### config.mk
export PLATFORM = sky130hd
export DESIGN_NAME = aggr_seq_ctrl
export DESIGN_NICKNAME = d
export VERILOG_FILES = /design/src/rtl/aggr_seq_pkg.sv /design/src/rtl/aggr_seq_perf.sv /design/src/rtl/aggr_seq_ctrl.sv
export SDC_FILE = /design/constraint.sdc
export NUM_CORES = 1
export LEC_CHECK = 0
export ABC_AREA = 1
export BUFFER_PORTS_ARGS = -buffer_cell sky130_fd_sc_hd__buf_2
export CAP_MARGIN = 0
export CORE_ASPECT_RATIO = 0.7
export CORE_MARGIN = 2
export CORE_UTILIZATION = 43
export CTS_CLUSTER_DIAMETER = 200
export DETAILED_ROUTE_END_ITERATION = 10
export PLACE_DENSITY_LB_ADDON = 0.05
export SLEW_MARGIN = 0
export SYNTH_ARGS = -nofsm -noshare
export SYNTH_HDL_FRONTEND = slang
export SYNTH_SLANG_ARGS = --single-unit
### constraint.sdc
create_clock -name clk -period 4.5 [get_ports clk]
set_clock_uncertainty 0.2 [all_clocks]
set_input_delay 0.9 -clock clk [delete_from_list [all_inputs] [get_ports clk]]
set_output_delay 0.9 -clock clk [all_outputs]
set_load 0.05 [all_outputs]
### src/rtl/aggr_seq_pkg.sv
// rtl/aggr_seq_pkg.sv - shared FSM state type, default widths and lane helper for the Aggregator sequencer
package aggr_seq_pkg;

  localparam int unsigned IN_PRECISION_DEF  = 3;
  localparam int unsigned OUT_PRECISION_DEF = 6;
  localparam int unsigned DIM_DEF           = 3;
  localparam int unsigned LEN_W_DEF         = 8;
  localparam int unsigned PERF_W            = 16;

  typedef enum logic [2:0] {
    S_IDLE   = 3'd0,
    S_CLEAR  = 3'd1,
    S_ACCUM  = 3'd2,
    S_SETTLE = 3'd3,
    S_DONE   = 3'd4
  } state_t;

  // Bit offset of a lane inside a packed multi-lane word.
  function automatic int unsigned lane_lsb(input int unsigned lane, input int unsigned prec);
    return lane * prec;
  endfunction

endpackage

### src/rtl/aggr_seq_perf.sv
// rtl/aggr_seq_perf.sv - saturating job / stall counter pair for the Aggregator sequencer
module aggr_seq_perf #(
  parameter int unsigned CNT_W = 16
)(
  input  logic             i_clk,
  input  logic             i_rst,
  input  logic             i_inc_jobs,
  input  logic             i_inc_stalls,
  output logic [CNT_W-1:0] o_jobs,
  output logic [CNT_W-1:0] o_stalls
);

  logic [CNT_W-1:0] r_jobs;
  logic [CNT_W-1:0] r_stalls;

  always_ff @(posedge i_clk) begin
    if (i_rst) begin
      r_jobs   <= '0;
      r_stalls <= '0;
    end else begin
      if (i_inc_jobs && (r_jobs != '1))
        r_jobs <= r_jobs + CNT_W'(1);
      if (i_inc_stalls && (r_stalls != '1))
        r_stalls <= r_stalls + CNT_W'(1);
    end
  end

  assign o_jobs   = r_jobs;
  assign o_stalls = r_stalls;

endmodule

### src/rtl/aggr_seq_ctrl.sv
// rtl/aggr_seq_ctrl.sv - job sequencer that clears and feeds the Aggregator, then returns per-lane sums
// AGGR_SEQ_PERF_EN adds saturating perf_jobs / perf_stalls counters.
module aggr_seq_ctrl
  import aggr_seq_pkg::*;
#(
  parameter int unsigned IN_PRECISION  = IN_PRECISION_DEF,
  parameter int unsigned OUT_PRECISION = OUT_PRECISION_DEF,
  parameter int unsigned DIM           = DIM_DEF,
  parameter int unsigned LEN_W         = LEN_W_DEF
)(
  input  logic                         clk,
  input  logic                         rst,
  input  logic                         start_valid,
  output logic                         start_ready,
  input  logic [LEN_W-1:0]             start_len,
  input  logic                         in_valid,
  output logic                         in_ready,
  input  logic [IN_PRECISION*DIM-1:0]  in_data,
  output logic                         agg_clear,
  output logic [IN_PRECISION*DIM-1:0]  agg_in,
  input  logic [OUT_PRECISION*DIM-1:0] agg_out,
  output logic                         res_valid,
  input  logic                         res_ready,
  output logic [OUT_PRECISION*DIM-1:0] res_data,
  output logic                         busy
`ifdef AGGR_SEQ_PERF_EN
  ,
  output logic [PERF_W-1:0]            perf_jobs,
  output logic [PERF_W-1:0]            perf_stalls
`endif
);

  state_t                       r_state;
  state_t                       w_state_nxt;
  logic [LEN_W-1:0]             r_len;
  logic [LEN_W-1:0]             r_cnt;
  logic [OUT_PRECISION*DIM-1:0] r_res;
  logic                         w_start_hs;
  logic                         w_beat_hs;
  logic                         w_last_beat;

  assign w_start_hs  = start_valid & start_ready;
  assign w_beat_hs   = in_valid & in_ready;
  assign w_last_beat = (r_cnt == r_len - LEN_W'(1));

  always_ff @(posedge clk) begin
    if (rst) begin
      r_state <= S_IDLE;
      r_len   <= '0;
      r_cnt   <= '0;
      r_res   <= '0;
    end else begin
      r_state <= w_state_nxt;
      if (w_start_hs) begin
        r_len <= start_len;
        r_cnt <= '0;
      end
      if (w_beat_hs)
        r_cnt <= r_cnt + LEN_W'(1);
      // The last beat lands in the accumulator at the edge entering SETTLE.
      if (r_state == S_SETTLE)
        r_res <= agg_out;
    end
  end

  always_comb begin
    w_state_nxt = r_state;
    start_ready = 1'b0;
    in_ready    = 1'b0;
    agg_clear   = 1'b0;
    res_valid   = 1'b0;
    case (r_state)
      S_IDLE: begin
        start_ready = 1'b1;
        if (start_valid)
          w_state_nxt = S_CLEAR;
      end
      S_CLEAR: begin
        agg_clear   = 1'b1;
        w_state_nxt = (r_len == '0) ? S_SETTLE : S_ACCUM;
      end
      S_ACCUM: begin
        in_ready = 1'b1;
        if (in_valid && w_last_beat)
          w_state_nxt = S_SETTLE;
      end
      S_SETTLE: w_state_nxt = S_DONE;
      S_DONE: begin
        res_valid = 1'b1;
        if (res_ready)
          w_state_nxt = S_IDLE;
      end
      default: w_state_nxt = S_IDLE;
    endcase
  end

  // Aggregator adds every cycle, so anything but a live beat must be zero.
  assign agg_in   = ((r_state == S_ACCUM) && in_valid) ? in_data : '0;
  assign res_data = r_res;
  assign busy     = (r_state != S_IDLE);

`ifdef AGGR_SEQ_PERF_EN
  logic w_res_hs;
  logic w_stall;

  assign w_res_hs = res_valid & res_ready;
  assign w_stall  = (r_state == S_ACCUM) & ~in_valid;

  aggr_seq_perf #(
    .CNT_W (PERF_W)
  ) u_perf (
    .i_clk        (clk),
    .i_rst        (rst),
    .i_inc_jobs   (w_res_hs),
    .i_inc_stalls (w_stall),
    .o_jobs       (perf_jobs),
    .o_stalls     (perf_stalls)
  );
`endif

endmodule
[Word level (Yosys, flattened, before mapping)]
Index checks and enable logic that the tools add are counted.
Storage, ports and cells
  latch bits: 0
  memories: 0
  RAM bits: 0
  register bits: 37
  word-level logic and storage cells: 35
  bits in read-only memories: 0
Operators by class
  $lt $le $gt $ge: 0
  reduce and logical (&&, ||, !) cells: 7
  divide/modulo/power cells: 0
  add/sub/neg operators: 2
  shifts and indexed selects: 0
  eq/ne operators: 8
  multiplexer cells: 12
  bitwise logic cells: 2
  multiply operators: 0
Operator list (count)
  $mux W8: 2
  $pmux W3 S5: 1
  $mux W3: 3
  $mux W9: 1
  $add A8 B1 Y8 const B: 1
  $eq A8 B8 Y1: 1
  $logic_not A8 Y1: 1
  $sub A8 B1 Y8 const B: 1
  $eq A3 B2 Y1 const B: 2
  $ne A2 B2 Y1 const B: 3
  $mux W1: 5
  $eq A3 B1 Y1 const B: 1
  $eq A3 B3 Y1 const B: 1
  $logic_not A3 Y1: 1
  $reduce_and A3 Y1: 1
  $reduce_bool A3 Y1: 1
  $and A1 B1 Y1: 2
  $logic_and A1 B1 Y1: 2
  $reduce_bool A2 Y1: 1

[Logic depth before layout (Yosys ltp)]
  word-level depth: 5
  mapped depth: 12

[Least setup slack after synthesis]
OpenSTA, ideal clock, no wires.
  kind: flip-flop to output port
  from: reg r_state[1]
  to: out agg_in[0]
  path slack: 1.463 ns
  cell stages (with the launch flop): 6
  arrival time: 1.937 ns
  path through: dfxtp_1 -> inv_2 -> nor3_4 -> nand2_1 -> buf_6 -> nor2_1
On the way
  longest elaborated chain between the ends: 3
Ends and longest elaborated chain
  start: declaration: line aggr_seq_ctrl.sv:33  | state_t r_state;
  start signal: assignment: line aggr_seq_ctrl.sv:53  | r_state <= w_state_nxt;
  $eq A3 B2 Y1: line aggr_seq_ctrl.sv:98  | assign agg_in = ((r_state == S_ACCUM) && in_valid) ? in_data : '0;
  $logic_and A1 B1 Y1: line aggr_seq_ctrl.sv:98
  $mux W9: line aggr_seq_ctrl.sv:98
  end: declaration: line aggr_seq_ctrl.sv:20  | output logic [IN_PRECISION*DIM-1:0] agg_in,
No other way between the ends.

[Final worst setup path]
  from: reg r_state[1]
  to: out agg_in[3]
Same word-level chain as after synthesis.

==> impl_metrics.json <==
{
  "hp-class": "reg2reg",
  "worst_skew_pair.late_latency_ns": 0.29,
  "pwr-share-comb_pct": 39.1,
  "cts_htree_levels": 2,
  "tightest_slew_ns": 0.809,
  "ir_drop_mv": 0.301,
  "use_met1_pct": 28.3,
  "ys_ff_latch": 37,
  "syn_area_um2": 1810,
  "ys_seq_area_share_pct": 41.0,
  "worst_slew_margin_rel_pct": 46.0,
  "fin_ws_ns": 1.68,
  "leakagePower_uw": 0.00117,
  "use_met2_pct": 29.4,
  "wl_per_cell_um": 11.3,
  "total_power_uw": 1070,
  "pre_cts_slack_ns": 1.70,
  "synth_compound_area_share_pct": 15.9,
  "rows": 19,
  "rsz0062_at_grt": "false",
  "yosys.area.top_type": "dfxtp_1",
  "hold_start": "r_len[1]",
  "dpl.hpwl_um": 3210,
  "cts_setup_buffers": 0,
  "n_antenna_cell": 0,
  "top_usage_layer": "met2",
  "grt-ovfl-total": 0,
  "status": "finished, final reports clean",
  "root_buffer": "clkbuf_8",
  "die_area_um2": 4740,
  "hold_viol": 0,
  "drt-total-wl_um": 4370,
  "final_net_count": 376,
  "synth_xor_area_share_pct": 1.45,
  "whs_ns": 0.280,
  "grt_max_degree": 31,
  "path_clk_slew_ns": 0.07,
  "yosysMostFrequentCell": "nor2_1",
  "crit_required_ns": 3.40,
  "met3_usage_pct": 5.30,
  "via_count": 1851,
  "hold_buffers": 0,
  "postRouteAntennaNets": 0,
  "synthSimpleGateAreaFrac_pct": 30.7,
  "clockPowerShare_pct": 23.5,
  "syn-num-nets": 306,
  "synth_area_leaders": "dfxtp_1, nor2_1, nand2_1",
  "setup_viol": 0,
  "synthAdderAreaFrac_pct": 1.39,
  "drive_gt1_share_pct": 26.6,
  "cp-start-kind": "flip-flop",
  "setup_tns_ns": 0,
  "die_x_um": 81.5,
  "worstReg2RegStart": "r_state[0]",
  "synth_mux_area_share_pct": 0,
  "internal-power_uw": 620,
  "post_cts_resized": 0,
  "cts_buffers": 5,
  "yosysWarnings": 0,
  "maxCapViolCount": 0,
  "p_per_area_nw_per_um2": 469,
  "die_h_um": 58.2,
  "worstPathCellList": "inv_2, nor3_4, nand2_1, nor2_1, buf_2",
  "grt_usage_pct": 19.9,
  "yosys_most_used_dff": "dfxtp_1",
  "core_um2": 3970,
  "sw_frac_of_total_pct": 42.1,
  "port_buffers": 71,
  "io_pins": 72,
  "path_class": "reg2out",
  "synthTopCellsByCount": "nor2_1, nand2_1, dfxtp_1",
  "synth_top_area_share_pct": 41.0,
  "grt_pass1_vias": 1588,
  "synthToLayoutAreaGrowth_pct": 26.5,
  "cts_tree": "built",
  "synth_cell_types": 29,
  "cts_sinks": 37,
  "critPathBufInv": 2,
  "min_period_over_period_pct": 62.6,
  "drtIter0Drc": 78,
  "drc": 0,
  "fin_crit_ns": 2.82,
  "synth_area_per_cell_um2": 6.84,
  "dr.pass1.iters": 4,
  "gp_congestion": 0.822,
  "synth_top_family_by_area": "simple AND/OR/NAND/NOR gates",
  "netSwitchingPower_uw": 451,
  "start_util_pct": 45.5,
  "max_stage_delay_ns": 0.41,
  "cpMaxStageDelayCell": "dfxtp_1",
  "vias_per_cell": 4.78,
  "grt_first_pass_wirelength_um": 7200,
  "cp.arrival_ns": 1.72,
  "synth_edf_count": 0,
  "cts_buffer_depth": 2,
  "maxSlewViolCount": 0,
  "netlist_instances": 264,
  "power_frac_seq_pct": 37.4,
  "end_kind": "primary output",
  "critPathTopFamily": "simple AND/OR/NAND/NOR gates",
  "ys_async_sr_fraction_pct": 0,
  "grt_antenna_before_repair": 0,
  "fmax_ghz": 0.355,
  "critPathMaxFanout": 12,
  "critical_path.startpoint": "r_state[1]"
}
state kept, by name (all words and copies together), names as in the netlist:
register and count:
r_state 3, res_data 18, r_len 8, r_cnt 8
cell families (layout without fill, tap and decap cells):
family | after synthesis | after routing
AOI/OAI and AO/OA | 53 | 53
xor gates and xnor gates | 3 | 3
adders and majority gates | 2 | 2
buffers and inverters | 42 | 113
DFF | 37 | 37
and+or+nand+nor | 127 | 127
worst register-to-register path, cell delays in order (launching register included):
cell and delay, ns:
dfxtp_1 0.48, inv_2 0.09, nor3_4 0.57, inv_2 0.32, nor2_1 0.17, nor2_1 0.06
power by group through the flow:
stage                     Combinational, uW  Sequential, uW  Clock (uW)
after detailed placement                421             407           0
after floorplan                         271             464           0
after global routing                    470             408         271
after CTS                               422             400         259
after global placement                  418             407           0
final                                   419             401         251
final timing paths:
path	endpoint	slack [ns]	cells after the start
hold / removal	r_len[1]	0.28	2
setup reg to reg	res_data[0]	2.52	5
setup / recovery	agg_in[3]	1.68	5
hold reg to reg	r_len[1]	0.28	2
per-layer routing:
metal / routed length, um / up-vias
li1: - / 984
met1: 2190 / 793
met2: 1730 / 70
met3: 419 / 4
met4: 29 / 0
met5: 0 / -
cell usage in the layout, fill, tap and decap left out, types with 2 or more instances in the layout:
cell       n
buf_2     71
clkbuf_8   7
xor2_1     2
nor3_2     2
o21ai_1    3
dfxtp_1   37
inv_1     31
a21oi_1   15
inv_2      3
nand4_1    3
nand3b_1   2
nor3_4     2
nand3_1   15
o21ai_0   30
nor2_1    60
ha_1       2
nand2_1   40
per-stage QoR:
step | util (%) | area (um^2) | cells
final | 57.5 | 2280 | 387
after floorplan | - | 1810 | 264
after detailed placement | 55.0 | 2180 | 379
after global placement | 55.0 | 2180 | 379
after CTS | 57.5 | 2280 | 387
after global routing | 57.5 | 2280 | 387
layout make-up:
class / count / area, um^2
clock buffer: 7 / 96.3
clock inverter: 1 / 5.00
fill: 418 / 1690
inverter: 34 / 128
multi-input combinational: 185 / 895
sequential: 37 / 741
tap: 52 / 65.1
timing repair buffer: 71 / 355
(Power assumes the default switching activity.)
